`src/rtl/posit_stream_accumulator.sv`:
```
// Streaming posit summation engine: accumulates a packet of posit operands with
// round-to-nearest-even after every add and emits one result per packet.
module posit_stream_accumulator #(
  parameter int N     = 8,
  parameter int ES    = 0,
  parameter int CNT_W = 8
) (
  input  logic             clk,
  input  logic             rst_n,
  input  logic             clear,
  input  logic             in_valid,
  output logic             in_ready,
  input  logic [N-1:0]     in_data,
  input  logic             in_last,
  output logic             out_valid,
  input  logic             out_ready,
  output logic [N-1:0]     out_data,
  output logic [CNT_W-1:0] out_count,
  output logic             out_nar
);

  localparam int FW  = N;            // left-aligned fraction field
  localparam int SW  = FW + 4;       // hidden one + fraction + guard/round/sticky
  localparam int TW  = ES + SW;
  localparam int VW  = 2 + TW + N;
  localparam int BW  = N - 1;
  localparam int SCW = 12;
  localparam logic [N-1:0] NAR = {1'b1, {(N-1){1'b0}}};

  typedef enum logic {ACCUM, HOLD} state_t;

  function automatic void posit_decode(input  logic [N-1:0]           p,
                                       output logic                   sgn,
                                       output logic signed [SCW-1:0]  scale,
                                       output logic [FW-1:0]          frac);
    logic [N-1:0]           mag;
    logic                   r0;
    logic                   run;
    int                     m;
    logic [63:0]            t;
    logic signed [SCW-1:0]  k;
    logic signed [SCW-1:0]  e;
    mag = p[N-1] ? -p : p;
    r0  = mag[N-2];
    run = 1'b1;
    m   = 0;
    for (int i = N - 2; i >= 0; i--) begin
      if (run && (mag[i] == r0)) m = m + 1;
      else run = 1'b0;
    end
    k = r0 ? SCW'(m - 1) : -SCW'(m);
    // drop sign, regime run and its terminator; exponent then fraction remain at the top
    t = {mag, {(64-N){1'b0}}} << (m + 2);
    e = (ES == 0) ? '0 : SCW'(t >> (64 - ES));
    sgn   = p[N-1];
    scale = (k <<< ES) + e;
    frac  = FW'((t << ES) >> (64 - FW));
  endfunction

  function automatic logic [N-1:0] posit_encode(input logic                  sgn,
                                                input logic signed [SCW-1:0] scale,
                                                input logic [SW-1:0]         frac);
    logic signed [SCW-1:0] k;
    logic signed [SCW-1:0] e;
    logic [TW-1:0]         tail;
    logic [VW-1:0]         v;
    logic [BW-1:0]         body;
    logic                  g;
    logic                  st;
    k = scale >>> ES;
    e = scale - (k <<< ES);
    v = '0;
    g = 1'b0;
    st = 1'b0;
    tail = '0;
    if (k >= SCW'(N - 2)) begin
      body = '1;
    end else if (k <= -SCW'(N - 1)) begin
      body = BW'(1);
    end else begin
      tail = (TW'(e) << SW) | TW'(frac);
      // regime built by shifting a 2-bit seed: sign-fill for runs of ones, zero-fill for zeros
      if (!k[SCW-1]) v = VW'($signed({2'b10, tail, {N{1'b0}}}) >>> k);
      else           v = {2'b01, tail, {N{1'b0}}} >> (-k - SCW'(1));
      body = v[VW-1 -: BW];
      g    = v[VW-N];
      st   = |v[VW-N-1:0];
      if (g && (st || body[0])) body = body + BW'(1);
    end
    return sgn ? -{1'b0, body} : {1'b0, body};
  endfunction

  function automatic logic [N-1:0] posit_add(input logic [N-1:0] a, input logic [N-1:0] b);
    logic                  sa, sb, sx, sy;
    logic signed [SCW-1:0] ea, eb, ex, ey;
    logic [FW-1:0]         fa, fb, fx, fy;
    logic [SW-1:0]         mx, my, ya;
    logic [SW:0]           sum, norm;
    int                    d, lead;
    logic [N-1:0]          res;
    posit_decode(a, sa, ea, fa);
    posit_decode(b, sb, eb, fb);
    if ((ea > eb) || ((ea == eb) && (fa >= fb))) begin
      sx = sa; ex = ea; fx = fa; sy = sb; ey = eb; fy = fb;
    end else begin
      sx = sb; ex = eb; fx = fb; sy = sa; ey = ea; fy = fa;
    end
    mx = {1'b1, fx, 3'b000};
    my = {1'b1, fy, 3'b000};
    d  = int'(ex - ey);
    if (d >= SW) ya = SW'(1);
    else         ya = (my >> d) | SW'(|(my & ((SW'(1) << d) - SW'(1))));
    sum  = (sx == sy) ? ({1'b0, mx} + {1'b0, ya}) : ({1'b0, mx} - {1'b0, ya});
    lead = 0;
    for (int i = 0; i <= SW; i++) begin
      if (sum[i]) lead = i;
    end
    norm = sum << (SW - lead);
    if ((a == NAR) || (b == NAR))                        res = NAR;
    else if (a == '0)                                    res = b;
    else if (b == '0)                                    res = a;
    else if ((sx != sy) && (ex == ey) && (fx == fy))     res = '0;
    else res = posit_encode(sx, ex + SCW'(lead - (SW - 1)), SW'(norm));
    return res;
  endfunction

  state_t             state_q, state_d;
  logic               s1_valid_q, s1_valid_d;
  logic [N-1:0]       s1_data_q, s1_data_d;
  logic               s1_last_q, s1_last_d;
  logic [N-1:0]       acc_q, acc_d;
  logic [CNT_W-1:0]   cnt_q, cnt_d;
  logic               sticky_q, sticky_d;
  logic               out_valid_q, out_valid_d;
  logic [N-1:0]       out_data_q, out_data_d;
  logic [CNT_W-1:0]   out_count_q, out_count_d;
  logic               out_nar_q, out_nar_d;
  logic [N-1:0]       add_res;
  logic [CNT_W-1:0]   cnt_inc;
  logic               s1_nar;
  logic               xfer;

  assign in_ready = (state_q == ACCUM) & ~(s1_valid_q & s1_last_q) & ~clear & rst_n;
  assign xfer     = in_valid & in_ready;
  assign add_res  = posit_add(acc_q, s1_data_q);
  assign cnt_inc  = (cnt_q == '1) ? cnt_q : cnt_q + CNT_W'(1);
  assign s1_nar   = (s1_data_q == NAR);

  always_comb begin
    state_d     = state_q;
    s1_valid_d  = xfer;
    s1_data_d   = s1_data_q;
    s1_last_d   = s1_last_q;
    acc_d       = acc_q;
    cnt_d       = cnt_q;
    sticky_d    = sticky_q;
    out_valid_d = out_valid_q;
    out_data_d  = out_data_q;
    out_count_d = out_count_q;
    out_nar_d   = out_nar_q;
    if (xfer) begin
      s1_data_d = in_data;
      s1_last_d = in_last;
    end
    // stage 2: accumulate, or close the packet on its last beat
    if (s1_valid_q) begin
      if (s1_last_q) begin
        out_data_d  = add_res;
        out_count_d = cnt_inc;
        out_nar_d   = sticky_q | s1_nar;
        out_valid_d = 1'b1;
        state_d     = HOLD;
        acc_d       = '0;
        cnt_d       = '0;
        sticky_d    = 1'b0;
      end else begin
        acc_d    = add_res;
        cnt_d    = cnt_inc;
        sticky_d = sticky_q | s1_nar;
      end
    end
    if ((state_q == HOLD) && out_valid_q && out_ready) begin
      out_valid_d = 1'b0;
      state_d     = ACCUM;
    end
    if (clear) begin
      s1_valid_d  = 1'b0;
      acc_d       = '0;
      cnt_d       = '0;
      sticky_d    = 1'b0;
      out_valid_d = 1'b0;
      state_d     = ACCUM;
    end
  end

  always_ff @(posedge clk) begin
    if (!rst_n) begin
      state_q     <= ACCUM;
      s1_valid_q  <= 1'b0;
      acc_q       <= '0;
      cnt_q       <= '0;
      sticky_q    <= 1'b0;
      out_valid_q <= 1'b0;
      out_data_q  <= '0;
      out_count_q <= '0;
      out_nar_q   <= 1'b0;
    end else begin
      state_q     <= state_d;
      s1_valid_q  <= s1_valid_d;
      acc_q       <= acc_d;
      cnt_q       <= cnt_d;
      sticky_q    <= sticky_d;
      out_valid_q <= out_valid_d;
      out_data_q  <= out_data_d;
      out_count_q <= out_count_d;
      out_nar_q   <= out_nar_d;
    end
    s1_data_q <= s1_data_d;
    s1_last_q <= s1_last_d;
  end

  assign out_valid = out_valid_q;
  assign out_data  = out_data_q;
  assign out_count = out_count_q;
  assign out_nar   = out_nar_q;

endmodule

```
`config.mk`:
```
export PLATFORM = sky130hd
export DESIGN_NAME = posit_stream_accumulator
export DESIGN_NICKNAME = d
export VERILOG_FILES = /design/src/rtl/posit_stream_accumulator.sv
export SDC_FILE = /design/constraint.sdc
export NUM_CORES = 1
export LEC_CHECK = 0
export ABC_AREA = 1
export BUFFER_PORTS_ARGS = -buffer_cell sky130_fd_sc_hd__buf_2
export CORE_MARGIN = 10
export CORE_UTILIZATION = 44
export DETAILED_ROUTE_END_ITERATION = 6
export GPL_ROUTABILITY_DRIVEN = 0
export HOLD_SLACK_MARGIN = 0.08
export MAX_ROUTING_LAYER = met4
export PLACE_DENSITY_LB_ADDON = 0.2
export SYNTH_ARGS = -nofsm -noshare
export SYNTH_HDL_FRONTEND = slang
export SYNTH_SLANG_ARGS = --single-unit
```
`constraint.sdc`:
```
create_clock -name clk -period 13.2 [get_ports clk]
set_input_delay 1.32 -clock clk [delete_from_list [all_inputs] [get_ports clk]]
set_output_delay 1.32 -clock clk [all_outputs]
set_load 0.1 [all_outputs]
```
# Yosys cells after proc, flatten, opt, wreduce, memory -nomap -nowiden
# Cells that the tools add are included.
dict set report word_totals {
  wordCells 178
  out_inout_bits 19
  inputBits 14
  reg_bits 45
}
dict set report op_classes {
  eq_ne 20
  bitwise 12
  n_lt_le_gt_ge 5
  n_reduce_logical 25
  shifts 7
  n_mux 69
  add_sub_neg 30
}
# op n
set op_table {}
lappend op_table {{32-bit two-way mux} 21}
lappend op_table {{32-bit by 2-bit adder with 32-bit output, second input constant} 9}
lappend op_table {{22-bit two-way mux} 7}
lappend op_table {{64-bit by 32-bit << shifter with 64-bit output} 2}
lappend op_table {{8-bit two-way mux} 12}
lappend op_table {{32-bit by 3-bit adder with 32-bit output, second input constant} 2}
lappend op_table {{12-bit two-way mux} 5}
lappend op_table {{7-bit two-way mux} 7}
lappend op_table {{12-bit negation} 3}
lappend op_table {{12-bit by 2-bit subtractor with 12-bit output, second input constant} 3}
lappend op_table {{1-bit by 32-bit << shifter with 12-bit output, first input constant} 1}
lappend op_table {{13-bit by 32-bit << shifter with 12-bit output} 1}
lappend op_table {{12-bit by 32-bit >> shifter with 12-bit output} 1}
lappend op_table {{5-bit by 32-bit subtractor with 32-bit output, first input constant} 1}
lappend op_table {{12-bit by 12-bit subtractor with 13-bit output} 2}
lappend op_table {{12-bit equality test} 2}
lappend op_table {{8-bit equality test, second input constant} 3}
lappend op_table {{21-bit by 12-bit >> shifter with 22-bit output} 1}
lappend op_table {{22-bit by 12-bit >>> shifter with 22-bit output} 1}
lappend op_table {{8-bit logical NOT} 2}
lappend op_table {{8-bit negation} 2}
lappend op_table {{1-bit logical AND} 15}
lappend op_table {{1-bit two-way mux} 14}
lappend op_table {{14-bit OR reduction} 1}
lappend op_table {{28 further kinds} 50}

# Longest topological paths before layout
dict set report logic_depth {
  ltp_word 70
  ltp_mapped 128
  depth_no_buf 127
}

# Worst setup path before layout
# OpenSTA, ideal clock, no wires.
dict set report synth_timing {
  path_type {reg-to-reg}
  start {reg s1_data_q[0]}
  end {reg acc_q[2]}
  arrival_time_ps 14433
  slack_ps -1347
  period_less_slack_ps 14547
  setup_ps 115
  n_path_buf 2
  required_ps 13085
  stages_incl_launch_ff 121
  path_cell_list {edfxtp_1 -> inv_2 -> ha_1 -> inv_1 -> nor2_2 -> nand3_2 -> nand2_1 -> nand2_2 -> nand2_4 -> buf_8 -> nand2_1 -> nand2_1 -> inv_1 -> a21oi_2 -> nand2_2 -> ha_1 -> o21ai_1 -> inv_1 -> [... 85 more ...] -> nor2_1 -> nor2_1 -> nand3_1 -> nand2_1 -> nand4_4 -> nand2_4 -> nand2_1 -> nand3_1 -> nand2_1 -> inv_1 -> ha_1 -> nor2_1 -> xor2_1 -> nand2_1 -> nand2_1 -> o211ai_1 -> nor2_1 -> o21a_1}
}
dict set report synth_via {
  elab_chain_len 70
  word_cells_on_any_way 113
  cone_classes {add/sub (20); order compare (5); eq/ne (12); shift (6); mux (53); bitwise (2); reduce/logical (15)}
}
# item line
set synth_rtl {}
lappend synth_rtl {{start, declared} 129} ;# logic [N-1:0] s1_data_q, s1_data_d;
lappend synth_rtl {{start signal, assigned} 218} ;# s1_data_q <= s1_data_d;
lappend synth_rtl {{parallel branches: the longest is 68 deep, another holds 32-bit by 2-bit adder with 32-bit output} --}
lappend synth_rtl {{8-bit two-way mux *} 119} ;# if ((a == NAR) || (b == NAR)) res = NAR;
lappend synth_rtl {{8-bit two-way mux *} 167} ;# if (s1_last_q) begin
lappend synth_rtl {{end signal, assigned} 200} ;# acc_q <= '0;
lappend synth_rtl {{end signal, assigned} 210} ;# acc_q <= acc_d;
lappend synth_rtl {{end, declared} 131} ;# logic [N-1:0] acc_q, acc_d;
# Every way passes the cells marked *. The select of a mux whose other input is x is not followed.
# A chain may end at the register's enable or synchronous reset.

# Final worst setup path
dict set report layout_timing {
  start {reg s1_data_q[3]}
  end {reg acc_q[3]}
}
# Same word-level chain as after synthesis.

==> impl_metrics.py <==
metrics = {
    "status": {
        "outcome": "finished with violations",
        "violations": "negative setup slack",
    },
    "synth": {
        "synth_common_cells": "nand2_1 (524), nand3_1 (240), inv_1 (215)",
        "ys_seq_area_share_pct": 9.97,
        "netlist_top_cells_area": "nand2_1 (20%), nand3_1 (12%), ha_1 (8.9%)",
        "synth_edf_count": 9,
        "synthDistinctLibCells": 67,
        "synth.avg_cell_area_um2": 5.59,
        "synth_area_um2": 9940,
        "synth_seq_cells": 45,
        "ys.flop_type": "dfxtp_1",
        "yosysMostFrequentCell": "nand2_1",
        "synth_top_area_cell": "nand2_1",
        "synth_async_sr_flop_share_pct": 0,
        "yosysWarnings": 0,
        "yosys.area.top_type_share_pct": 19.8,
        "synth_cells": 1779,
        "synthesis.nets": 1866,
    },
    "clocking": {
        "cts_inserted_buffers": 5,
        "tritoncts": "yes",
        "cts_hold_buf": 0,
        "clockRootBuffer": "clkbuf_16",
        "clock_sinks": 45,
        "cts_max_level": 2,
        "clk-insertion-delay-late_ps": 280,
        "cts.path.max_buffers": 2,
        "clkTransAtPathRegs_ps": 60,
    },
    "floorplanning": {
        "fp.dieArea_um2": 29000,
        "core_area_um2": 22000,
        "start_util_pct": 45.1,
        "ios": 33,
        "rows": 54,
        "fp.dieW_um": 170,
        "die_height_um": 170,
    },
    "detailed_routing": {
        "wl_per_cell_um": 13.7,
        "drc_errors": 0,
        "via_per_inst": 5.33,
        "drt_first_pass_iters": 6,
        "finalWirelength_mm": 33.6,
        "vias": 13100,
        "ant_nets": 0,
        "drtIter0Drc": 1159,
    },
    "worst_setup_path": {
        "cp_slowest_stage_delay_ps": 420,
        "ff2ff_setup_slack_ps": -600,
        "end_kind": "flop",
        "setup.worst_path.start_class": "flop",
        "reg2reg_to": "acc_q[3]",
        "cp.arrival_ps": 14000,
        "cp_max_fo": 6,
        "r2r-start": "s1_data_q[3]",
        "crit_required_ps": 13400,
        "crit_path_frequent_cell": "nand2_1",
        "r2r_cells": 106,
        "critPathSlowestCell": "edfxtp_1",
        "setup.worst_path.class": "flop to flop",
    },
    "timing": {
        "hold_viol_final": 0,
        "report.final.slew_viol_count": 0,
        "worst_pin_slew_ps": 1060,
        "clock-skew-final_ps": 6.15,
        "fmax_mhz": 72.5,
        "finalWorstSetupSlack_ps": -598,
        "post-route-period-util_pct": 105,
        "slew_headroom_pct": 29.3,
        "hold_ws_ps": 488,
        "setup_viol": 16,
        "period_minus_slack_ps": 13800,
        "rsz0062_at_grt": "yes",
    },
    "final_layout": {
        "finalNetCount": 2254,
        "drive_above_1_share_pct": 36.4,
        "area_growth_pct": 46.1,
        "insertedDiodeCount": 0,
        "utilization_pct": 65.9,
    },
    "min_path": {
        "whs_path_depth": 2,
        "whs_endpoint": "cnt_q[5]",
        "min_path_type": "flop to flop",
        "min_from": "cnt_q[5]",
    },
    "global_route": {
        "antenna_found_initial": 0,
        "grt_start_max_net_pins": 36,
        "grt_pass1_vias": 12100,
        "grt_usage_pct": 22.2,
        "grt_pass1_wl_mm": 54.6,
        "grt.overflow.total": 0,
    },
    "flow_run": {
        "maxCapViolations": 0,
    },
    "power_and_ir_drop": {
        "total_power_mw": 3.53,
        "cellPowerDensity_nw_per_um2": 243,
        "vdd_drop_max_uv": 178,
        "leakage_nw": 7.52,
    },
    "placement": {
        "dp_hpwl_mm": 25.3,
        "port_buffers": 32,
    },
}
## flip-flops by register name, indices dropped and copies added (netlist names)
register / cells
acc_q: 8
cnt_q: 8
out_count: 8
out_data: 8
out_nar: 1
out_valid: 1
s1_data_q: 8
s1_last_q: 1
s1_valid_q: 1
sticky_q: 1
## through the flow
stage	instances	setup TNS, ps	setup slack (ps)	cell area [µm²]
detailed placement	2372	-6470	-538	12800
global placement	2372	-2670	-276	12800
global route	2448	-23570	-1600	14500
floorplan	1779	-165	-142	10200
finish	2448	-7430	-598	14500
CTS	2430	-570	-132	13800
## layer usage
metal	global-route usage, %	share of wire, %	vias to the layer above
met5	-	0	-
met3	1.02	5.0	60
met1	28.5	45	5922
met2	38.3	48	476
met4	3.70	1.6	0
li1	-	-	6602
## cells by family after synthesis
group / Yosys count / share of synthesized area (%)
DFF: 45 / 9.97
adders and majority gates: 73 / 9.34
muxes: 1 / 0.113
AOI/OAI and AO/OA: 249 / 14.6
and+or+nand+nor: 1083 / 50.1
xor gates and xnor gates: 30 / 2.79
buffers and inverters: 298 / 13.0
## power by group
part	leakage [nW]	internal, mW	switching (mW)	total (mW)
Sequential	0.375	0.143	0.00202	0.145
Clock	0.0792	0.0820	0.0500	0.132
Combinational	7.07	1.35	1.90	3.25
## cells in the final DEF, fill, tap and decap left out, drive strengths merged, types with 8 or more instances in the layout
cell type / n
a21oi: 89
buf: 433
clkinv: 8
dfxtp: 36
edfxtp: 9
ha: 71
inv: 236
nand2: 567
nand3: 265
nand3b: 9
nand4: 39
nor2: 172
nor3: 12
o211ai: 9
o21ai: 102
o31ai: 9
or2: 8
xor2: 23
## worst max path at each step
stage / to / start / slack (ps) / cells past startpoint
after floorplan: acc_q[2] / s1_data_q[0] / -140 / 120
after global placement: acc_q[2] / acc_q[1] / -280 / 111
after detailed placement: acc_q[2] / s1_data_q[1] / -540 / 112
after CTS: acc_q[2] / s1_data_q[0] / -130 / 112
after global routing: acc_q[5] / s1_data_q[3] / -1600 / 108
final: acc_q[3] / s1_data_q[3] / -600 / 106
## critical path, delay by kind of cell (launching register included)
family	cells	cell delay, ps
flops	1	420
xor+xnor	1	210
fa+ha+maj	9	2190
simple gates	55	5980
buf+inv	20	1870
compound gates	21	2950
## area by class of cell
type                    count  area, µm²
multi-input cells        1438       8840
fillers                  1922       7500
clock buffers               7        154
flip-flops and latches     45        995
inverters                 244        941
repair buffers            433       3230
well taps                 280        350
clock inverters             1       8.76
## what timing repair did
item	in CTS	in global routing
gates cloned	2	0
buffers inserted	49	18
pin swaps	104	89
gates resized for setup	102	138
endpoints found under the setup margin	16	16
No activity file was read; power rests on OpenSTA's default activity.
